==> src/rtl/seg_display.sv <==
// Eight-digit multiplexed hex display with a debounced mode button selecting value_in or pc_in.
// Optional macro LEADING_ZERO_BLANK_EN blanks leading-zero digits above digit 0.
module seg_display #(
    parameter int SCAN_DIV  = 50000,
    parameter int DB_CYCLES = 1000000
) (
    input  logic        clk,
    input  logic        rst_n,
    input  logic [31:0] value_in,
    input  logic [14:0] pc_in,
    input  logic        mode_btn,
    output logic [7:0]  seg,
    output logic [7:0]  an,
    output logic        mode
);

    localparam int PW = (SCAN_DIV > 1) ? $clog2(SCAN_DIV) : 1;
    localparam int DW = $clog2(DB_CYCLES + 1);

    logic [1:0]    sync_ff;
    logic          btn_sync;
    logic [DW-1:0] db_cnt;
    logic          db_level;
    logic          rise;

    logic [PW-1:0] presc;
    logic          tick;
    logic [2:0]    idx;
    logic          frame;
    logic [31:0]   disp_word;
    logic          disp_mode;

    logic [2:0]    next_idx;
    logic [31:0]   next_word;
    logic          next_dmode;
    logic [3:0]    nibble;
    logic          blank;
    logic [7:0]    next_an;
    logic [7:0]    next_seg;

    function automatic logic [6:0] glyph(input logic [3:0] n);
        case (n)
            4'h0: glyph = 7'h40;
            4'h1: glyph = 7'h79;
            4'h2: glyph = 7'h24;
            4'h3: glyph = 7'h30;
            4'h4: glyph = 7'h19;
            4'h5: glyph = 7'h12;
            4'h6: glyph = 7'h02;
            4'h7: glyph = 7'h78;
            4'h8: glyph = 7'h00;
            4'h9: glyph = 7'h10;
            4'hA: glyph = 7'h08;
            4'hB: glyph = 7'h03;
            4'hC: glyph = 7'h46;
            4'hD: glyph = 7'h21;
            4'hE: glyph = 7'h06;
            default: glyph = 7'h0E;
        endcase
    endfunction

    assign btn_sync = sync_ff[1];
    // The toggle fires on the same edge the debounced level rises.
    assign rise  = btn_sync && !db_level && (db_cnt == DW'(DB_CYCLES - 1));
    assign tick  = (presc == PW'(SCAN_DIV - 1));
    assign frame = tick && (idx == 3'd7);

    always_ff @(posedge clk or negedge rst_n) begin
        if (!rst_n) begin
            sync_ff  <= 2'b00;
            db_cnt   <= '0;
            db_level <= 1'b0;
            mode     <= 1'b0;
        end else begin
            sync_ff <= {sync_ff[0], mode_btn};
            if (btn_sync == db_level) begin
                db_cnt <= '0;
            end else if (db_cnt == DW'(DB_CYCLES - 1)) begin
                db_cnt   <= '0;
                db_level <= btn_sync;
            end else begin
                db_cnt <= db_cnt + DW'(1);
            end
            if (rise) begin
                mode <= ~mode;
            end
        end
    end

    // Outputs are computed from the post-edge index and word so they change together.
    always_comb begin
        next_idx   = idx + 3'd1;
        next_word  = disp_word;
        next_dmode = disp_mode;
        if (frame) begin
            next_word  = mode ? {17'b0, pc_in} : value_in;
            next_dmode = mode;
        end
        nibble = next_word[{next_idx, 2'b00} +: 4];
        blank  = 1'b0;
`ifdef LEADING_ZERO_BLANK_EN
        if ((next_idx != 3'd0) && ((next_word >> {next_idx, 2'b00}) == 32'd0)) begin
            blank = 1'b1;
        end
`endif
        next_an  = ~(8'b1 << next_idx);
        next_seg = {~((next_idx == 3'd0) && next_dmode), glyph(nibble)};
        if (blank) begin
            next_seg = 8'hFF;
        end
    end

    always_ff @(posedge clk or negedge rst_n) begin
        if (!rst_n) begin
            presc     <= '0;
            idx       <= 3'd0;
            disp_word <= 32'd0;
            disp_mode <= 1'b0;
            an        <= 8'hFE;
            seg       <= 8'hC0;
        end else begin
            presc <= tick ? '0 : presc + PW'(1);
            if (tick) begin
                idx       <= next_idx;
                disp_word <= next_word;
                disp_mode <= next_dmode;
                an        <= next_an;
                seg       <= next_seg;
            end
        end
    end

endmodule

==> config.mk <==
export PLATFORM = sky130hd
export DESIGN_NAME = seg_display
export DESIGN_NICKNAME = d
export VERILOG_FILES = /design/src/rtl/seg_display.sv
export SDC_FILE = /design/constraint.sdc
export NUM_CORES = 1
export LEC_CHECK = 0
export BUFFER_PORTS_ARGS = -buffer_cell sky130_fd_sc_hd__buf_2
export CAP_MARGIN = 10
export CORE_MARGIN = 2
export CORE_UTILIZATION = 30
export CTS_CLUSTER_SIZE = 16
export DETAILED_ROUTE_END_ITERATION = 7
export PLACE_DENSITY = 0.51
export REMOVE_ABC_BUFFERS = 1
export SYNTH_ARGS = -nofsm -noshare
export SYNTH_HDL_FRONTEND = slang
export SYNTH_SLANG_ARGS = --single-unit
export TNS_END_PERCENT = 20
==> constraint.sdc <==
create_clock -name clk -period 11.25 [get_ports clk]
set_clock_uncertainty 0.1 [all_clocks]
set_input_delay 3.375 -clock clk [delete_from_list [all_inputs] [get_ports clk]]
set_output_delay 3.375 -clock clk [all_outputs]
set_load 0.01 [all_outputs]
# [Word-level counts from Yosys, hierarchy flattened]
# Memories as Yosys holds them, arrays and structs flattened. A register that Yosys moved wholly into a read port is not among the register bits.
# Index checks and enable logic that the tools add are counted.
# Widths: inputs -> output; s select.
[op_classes] n_addsub=3 n_eq_ne=4 shifts=2 n_mux=6 bitwise=4 reduce_logical=8
[ops] cell="$mux 32" n=2
[ops] cell="$mux 20" n=2
[ops] cell="$shiftx 32x6->4" n=1
[ops] cell="$add 20x1->20 const B" n=1
[ops] cell="$eq 20x20->1 const B" n=1
[ops] cell="$add 16x1->16 const B" n=1
[ops] cell="$eq 16x16->1 const B" n=1
[ops] cell="$mux 16" n=1
[ops] cell="$not 8->8" n=1
[ops] cell="$shl 1x3->8 const A" n=1
[ops] cell="$logic_and 1x1->1" n=4
[ops] cell="$add 3x1->3 const B" n=1
[ops] cell="$eq 3x3->1 const B" n=1
[ops] cell="$logic_not 3->1" n=1
[ops] cell="$not 1->1" n=3
[ops] cell="$logic_not 1->1" n=2
[ops] cell="$reduce_and 2->1" n=1
[ops] cell="$eq 1x1->1" n=1
[ops] cell="$mux 1" n=1
[word_totals] register_bits=92 romBits=112 in_bits=50 output_inout_bits=17 word_cells=38 n_memories=1
[memory_table] memory="(name not given)" words=16 word_bits=7 rd=1 rd_ports_with_merged_regs=1 write_ports=0 line="42" text="case (n)"

# [Logic depth before layout (Yosys ltp)]
# Gate-level depths: netlist (run 1).
[logic_depth] ltp_word=5 ltp_mapped=16 ltp_nobuf=13

# [Least setup slack after synthesis (run 1)]
# OpenSTA, ideal clock, no wires.
[synth_timing] path_type="in2reg" start="in pc_in[1]" end="reg seg[5]" setup_ns=0.082 arrival_ns=5.397 required_ns=11.068 slack_ns=5.672 stages=10 n_path_buf=0 cell_sequence="mux2_2 mux2_2 mux2_2 mux4_2 inv_1 ha_1 inv_1 nor3_1 o21ai_0 a31oi_1"
[synth_between] elab_chain_len=3
[synth_rtl] element="start, declared" line="10" text="input logic [14:0] pc_in,"
[synth_rtl] element="$mux 32" line="96" text="next_word = mode ? {17'b0, pc_in} : value_in;"
[synth_rtl] element="$mux 32" line="95" text="if (frame) begin"
[synth_rtl] element="$shiftx 32x6->4" line="99" text="nibble = next_word[{next_idx, 2'b00} +: 4];"
[synth_rtl] element="end, declared" line="12" text="output logic [7:0] seg,"
# No other way between the ends.
# A chain may end at the register's enable or synchronous reset.

# [Worst setup path after layout (run 1)]
[layout_timing] start="in pc_in[13]" end="reg seg[5]"
# Same word-level chain as after synthesis.

==> metrics, run 1 <==
outcome complete, no violations; Leakage 2.47 nW; fill cell count 1636; Die Span X about 130 um; first-pass GRT wire length between 15 and 20 mm; Avg Vias per Cell ~4.8; initial antenna violation count 0; layout cells sized above 1 0.245; Final Max Slew Viols 0; Final Util 0.362; vias in the first global route 3634; sequential area share after synthesis 0.463; Tcrit/Tclk final 0.496; HP Start sync_ff[0]; Post-synth EDFFs 0; Tightest Pin Transition 0.907 ns; average wire per standard cell around 14 um; post-CTS setup buffer count 0; Die ar. 0.0175 mm2; Async SR Flop Fraction 1.00; CTS tree done; total of max-cap violations 0; FP Rows 46; Syn Std Cell Area 0.00494 mm2; # DRC 0; Port Buffer Count 66; sequential share of power 0.482; Max Freq roughly 180 MHz; R2R Path End seg[2]; TNS Setup 0 ns; PD cells 118 mW/mm2; Worst VDD drop 0.0000717 V; FF+latch count, synth 91; DIE HEIGHT 132 um; Total GRT Usage 0.131; clock root buffer clkbuf_16; endpoints failing setup 0; RePlAce Congestion between 0.7 and 0.8; Hold Path Class register to register; Total Power roughly 0.68 mW; Mapped Cells 487; commonest cells after routing, fill and taps aside 82 x dfrtp_1, 65 x buf_2, 60 x nand2_1; post-CTS sizing 0; DRT iter0 DRCs between 150 and 200; number of H-tree levels 3; Initial Util 0.309; HPWL Detailed 7.61 mm; Total Wirelength 10.9 mm; Crit path required time roughly 11 ns; crit path launch type input pin; Worst Hold Path Cells 0; Comb power frac 0.035; Antenna Violating Nets Remaining 0; RR Startpoint idx[0]; internal power 0.534 mW; Distinct cells, synth 51; 1st-pass router iterations 4; crit path DAT 5.75 ns; ys flop type dfrtp_1; P&R area growth vs syn 17.2%; Worst slew margin 0.396; Reg clk slew, reported paths 0.07 ns; Hold Fails Final Rpt 0; Syn Area/Cell around 10 um2; clock latency on the worst-skew pair approximately 0.35 ns; reg2reg path depth 10; commonest non-fill, non-tap cell in the layout dfrtp_1; CP max FO 6; NetSw 0.150 mW; YS warnings 0; WS Path Type input pin to register; Reg2Reg Setup Slack around 6.5 ns; vias 3631; hold buffers post-CTS 0; clk sink count 91; largest net degree at the start of global routing 70; Max Root-Sink Buffers 2; I/O pins 67; Final #Nets 606; sw frac 0.220; CP Capture Type register; clock network fraction of total power 0.483; GRT Residual Overflow 0; core area 0.0160 mm2; sink of the worst hold path sync_ff[1]; RSZ-0062 raised after global routing false; # diodes 0; Period minus WS final 5.58 ns; total CTS buffers 9
-- worst max-delay path by stage --
stage	startpoint	slack, ns	endpoint	depth (start not counted)
after CTS	pc_in[1]	5.68	seg[5]	11
after global routing	value_in[1]	5.51	seg[5]	11
after detailed placement	value_in[1]	5.32	seg[5]	11
final	pc_in[13]	5.67	seg[5]	11
after floorplan	pc_in[1]	5.64	seg[5]	9
after global placement	pc_in[1]	5.39	seg[5]	11
-- critical path, stage by stage --
cell and delay [ns]:
buf_2 0.09, mux2_2 0.26, mux2_2 0.28, mux2_2 0.28
mux4_2 0.56, inv_1 0.15, ha_1 0.22, inv_1 0.09
nor3_1 0.17, o21ai_0 0.10, a31oi_1 0.18
-- synthesized netlist by cell type, types with 2 or more instances --
library cell | n | area (um2)
nand3_1 | 19 | 95.1
buf_4 | 2 | 15.0
dfrtp_1 | 82 | 2050
a21oi_1 | 6 | 30.0
dfstp_2 | 9 | 236
and2_1 | 4 | 25.0
nor2b_1 | 3 | 18.8
o211ai_1 | 5 | 37.5
a31oi_1 | 10 | 62.6
and3_1 | 10 | 62.6
nand3b_1 | 17 | 128
nor4b_1 | 2 | 17.5
ha_1 | 15 | 188
nand4_1 | 3 | 18.8
o41ai_1 | 4 | 35.0
or3_1 | 10 | 62.6
buf_1 | 2 | 7.51
xnor2_1 | 17 | 149
or2_1 | 2 | 12.5
o21ai_1 | 2 | 10.0
xor2_1 | 14 | 123
o21ai_0 | 20 | 100
nand2_1 | 60 | 225
inv_1 | 19 | 71.3
mux4_2 | 8 | 180
buf_2 | 3 | 15.0
nor2_1 | 52 | 195
mux2i_1 | 21 | 210
and4_1 | 2 | 17.5
clkbuf_1 | 20 | 75.1
or4b_1 | 2 | 20.0
o2111a_1 | 2 | 22.5
mux2_2 | 22 | 248
-- power groups by stage --
stage	Sequential, mW	Combinational, mW	Clock, mW
2_1_floorplan	0.335	0.00638	0
3_3_place_gp	0.335	0.0242	0
3_5_place_dp	0.336	0.0247	0
4_1_cts	0.329	0.0248	0.341
5_1_grt	0.329	0.0272	0.353
6_report	0.329	0.0238	0.330
-- final cells by class --
class	instances	area, um2	area share
inverter	20	75.1	0.0130
clock inverter	6	88.8	0.0153
timing repair buffer	71	370	0.0639
clock buffer	10	229	0.0395
multi-input combinational	348	2470	0.427
sequential	91	2290	0.395
tap	216	270	0.0467
-- logic make-up after synthesis --
| kind of cell | count (synthesis) | synth area share |
|---|---|---|
| AND/OR/NAND/NOR | 195 | 0.198 |
| XOR/XNOR | 31 | 0.0549 |
| adder cells (fa/ha/maj) | 15 | 0.0380 |
| buffers and inverters | 48 | 0.0402 |
| flip-flops | 91 | 0.463 |
| multiplexers | 51 | 0.129 |
| AO/OA/AOI/OAI | 56 | 0.0767 |
-- flip-flops by register name, indices dropped and copies added (netlist names) --
name,cells
idx,3
mode,1
presc,16
disp_word,32
an,8
db_cnt,20
db_level,1
seg,8
sync_ff,2
-- per-layer routing --
layer | vias to the layer above | routed length [um] | GRT usage
li1 | 1797 | - | -
met2 | 62 | 5060 | 0.209
met3 | 12 | 330 | 0.0238
met1 | 1760 | 5340 | 0.175
met5 | - | 0 | 0
met4 | 0 | 201 | 0.0562
-- per-stage QoR --
step / hold slack (ns) / worst slack (ns) / area (um2) / cells
5_1_grt: 0.278 / 5.51 / 5790 / 762
3_5_place_dp: 0.244 / 5.32 / 5480 / 746
6_report: 0.257 / 5.67 / 5790 / 762
3_3_place_gp: 0.237 / 5.39 / 5480 / 746
4_1_cts: 0.260 / 5.68 / 5790 / 762
2_1_floorplan: 0.231 / 5.64 / 4820 / 459
No activity file was read; power rests on OpenSTA's default activity.
==> inputs of run 2 (changes only) <==
==> constraint.sdc (replaced) <==
create_clock -name clk -period 5.6 [get_ports clk]
set_clock_uncertainty 0.1 [all_clocks]
set_input_delay 1.68 -clock clk [delete_from_list [all_inputs] [get_ports clk]]
set_output_delay 1.68 -clock clk [all_outputs]
set_load 0.01 [all_outputs]
==> run 2 against run 1 <==
  * Die area stayed put
  * Design area increased by 0.35%
  * Worst hold slack improved by 0.015 ns
  * Non-clock buffer count grew 1
  * Setup slack got worse by 4.2 ns
  * Sequential share of layout area is 0.14 points lower
==> metrics, run 2 (same netlist as run 1, synthesis figures left out) <==
DIE HEIGHT approximately 130 um; worst-path cell chain or4b_1 -> nor4_4 -> buf_4 -> mux4_2 -> mux4_2 -> inv_1 -> ha_1 -> inv_1 -> or3_1 -> a31oi_1; CP Capture Type register; clk sink count 91; Final Util 0.363; Max Root-Sink Buffers 2; total CTS buffers 9; GRT busiest layer met2; core area 0.0160 mm2; commonest cells after routing, fill and taps aside 82 x dfrtp_1, 65 x buf_2, 60 x nand2_1; fill cell count 1633; 1st-pass router iterations 4; Hold Fails Final Rpt 0; met1 GRT Util 0.172; CP max FO 26; largest register by flop count disp_word; Total GRT Usage 0.131; Max Freq 241 MHz; met3 Use GR 0.0311; total of max-cap violations 0; Reg clk slew, reported paths roughly 0.06 ns; Total Wirelength 11.0 mm; Port Buffer Count 66; endpoints failing setup 0; Period minus WS final 4.14 ns; Hold Path Class register to register; Die ar. 0.0175 mm2; crit path DAT between 4 and 5 ns; Initial Util 0.309; largest net degree at the start of global routing a little under 60; # DRC 0; first-pass GRT wire length roughly 18 mm; outcome complete, no violations; P&R area growth vs syn 17.6%; slowest stage delay, CP approximately 0.73 ns; clock latency on the worst-skew pair around 0.35 ns; WS Path Type register to register; RePlAce Congestion 0.756; Tightest Pin Transition 0.717 ns; DRT iter0 DRCs 163; hold buffers post-CTS 0; I/O pins 67; Final Max Slew Viols 0; RSZ-0062 raised after global routing false; Antenna Violating Nets Remaining 0; Leakage 2.49 nW; number of H-tree levels 3; FP Rows 46; GRT Residual Overflow 0; TNS Setup 0 ns; Tcrit/Tclk final 0.740; HPWL Detailed 7.73 mm; Die Span X 132 um; commonest non-fill, non-tap cell in the layout dfrtp_1; top flop regs disp_word: 32 flops, db_cnt: 20 flops, presc: 16 flops; vias ~3700; average wire per standard cell 14.4 um; Final #Nets 607; Crit path required time 5.77 ns; layout cells sized above 1 0.247; CTS tree done; met2 usage 0.212; Avg Vias per Cell 4.79; clock root buffer clkbuf_16; vias in the first global route 3759; Worst slew margin 0.522; post-CTS sizing 0; post-CTS setup buffer count 0; PD cells 238 mW/mm2; max reg flops 32; Slowest-stage cell, CP or4b_1; DP Cell Count 747; Worst VDD drop roughly 0.00014 V; crit path launch type register; initial antenna violation count 0; # diodes 0; Non-Filler Instances 763
[run 2: worst paths after layout]
check	startpoint	depth (start not counted)	end	slack, ns
max	presc[5]	10	seg[2]	1.46
min	sync_ff[0]	0	sync_ff[1]	0.27
max reg2reg	presc[5]	10	seg[2]	1.46
min reg2reg	sync_ff[0]	0	sync_ff[1]	0.27
max in group asynchronous	rst_n	2	seg[5]	3.16
min in group asynchronous	rst_n	1	disp_word[1]	1.28
[run 2: layout make-up]
cell class / count / area [um2] / share of cell area
Clock buffer: 12 / 256 / 0.0441
Tap cell: 216 / 270 / 0.0465
Timing Repair Buffer: 72 / 378 / 0.0650
Sequential cell: 91 / 2290 / 0.394
Clock inverter: 4 / 73.8 / 0.0127
Multi-Input combinational cell: 348 / 2470 / 0.425
Inverter: 20 / 75.1 / 0.0129
[run 2: routing by layer]
metal,part of all wire,vias up,wire [um]
met5,0,-,0
met1,0.48,1771,5300
li1,-,1799,-
met2,0.47,69,5100
met4,0.015,0,161
met3,0.036,13,392
[run 2: where the power goes]
| group | switching [mW] | internal, mW | total (mW) |
|---|---|---|---|
| logic | 0.0281 | 0.0199 | 0.0481 |
| clock network | 0.259 | 0.416 | 0.675 |
| registers | 0.00211 | 0.660 | 0.662 |
| total | 0.289 | 1.10 | 1.38 |
[run 2: worst max-delay path, delay by kind of cell (launching register included)]
kind / cells / cell delay (ns)
AOI/OAI and AO/OA: 1 / 0.17
adders and majority gates: 1 / 0.17
buffers and inverters: 3 / 0.61
DFF: 1 / 0.42
muxes: 2 / 0.89
and+or+nand+nor: 3 / 1.68
[run 2: per-stage QoR]
stage          hold slack, ns  power (mW)  area (um2)  worst slack [ns]
2_1_floorplan           0.231       0.687        4820             0.335
3_3_place_gp            0.252       0.722        5480              1.44
3_5_place_dp            0.274       0.724        5480              1.35
4_1_cts                 0.282        1.41        5810              1.46
5_1_grt                 0.288        1.43        5810              1.25
6_report                0.273        1.38        5810              1.46
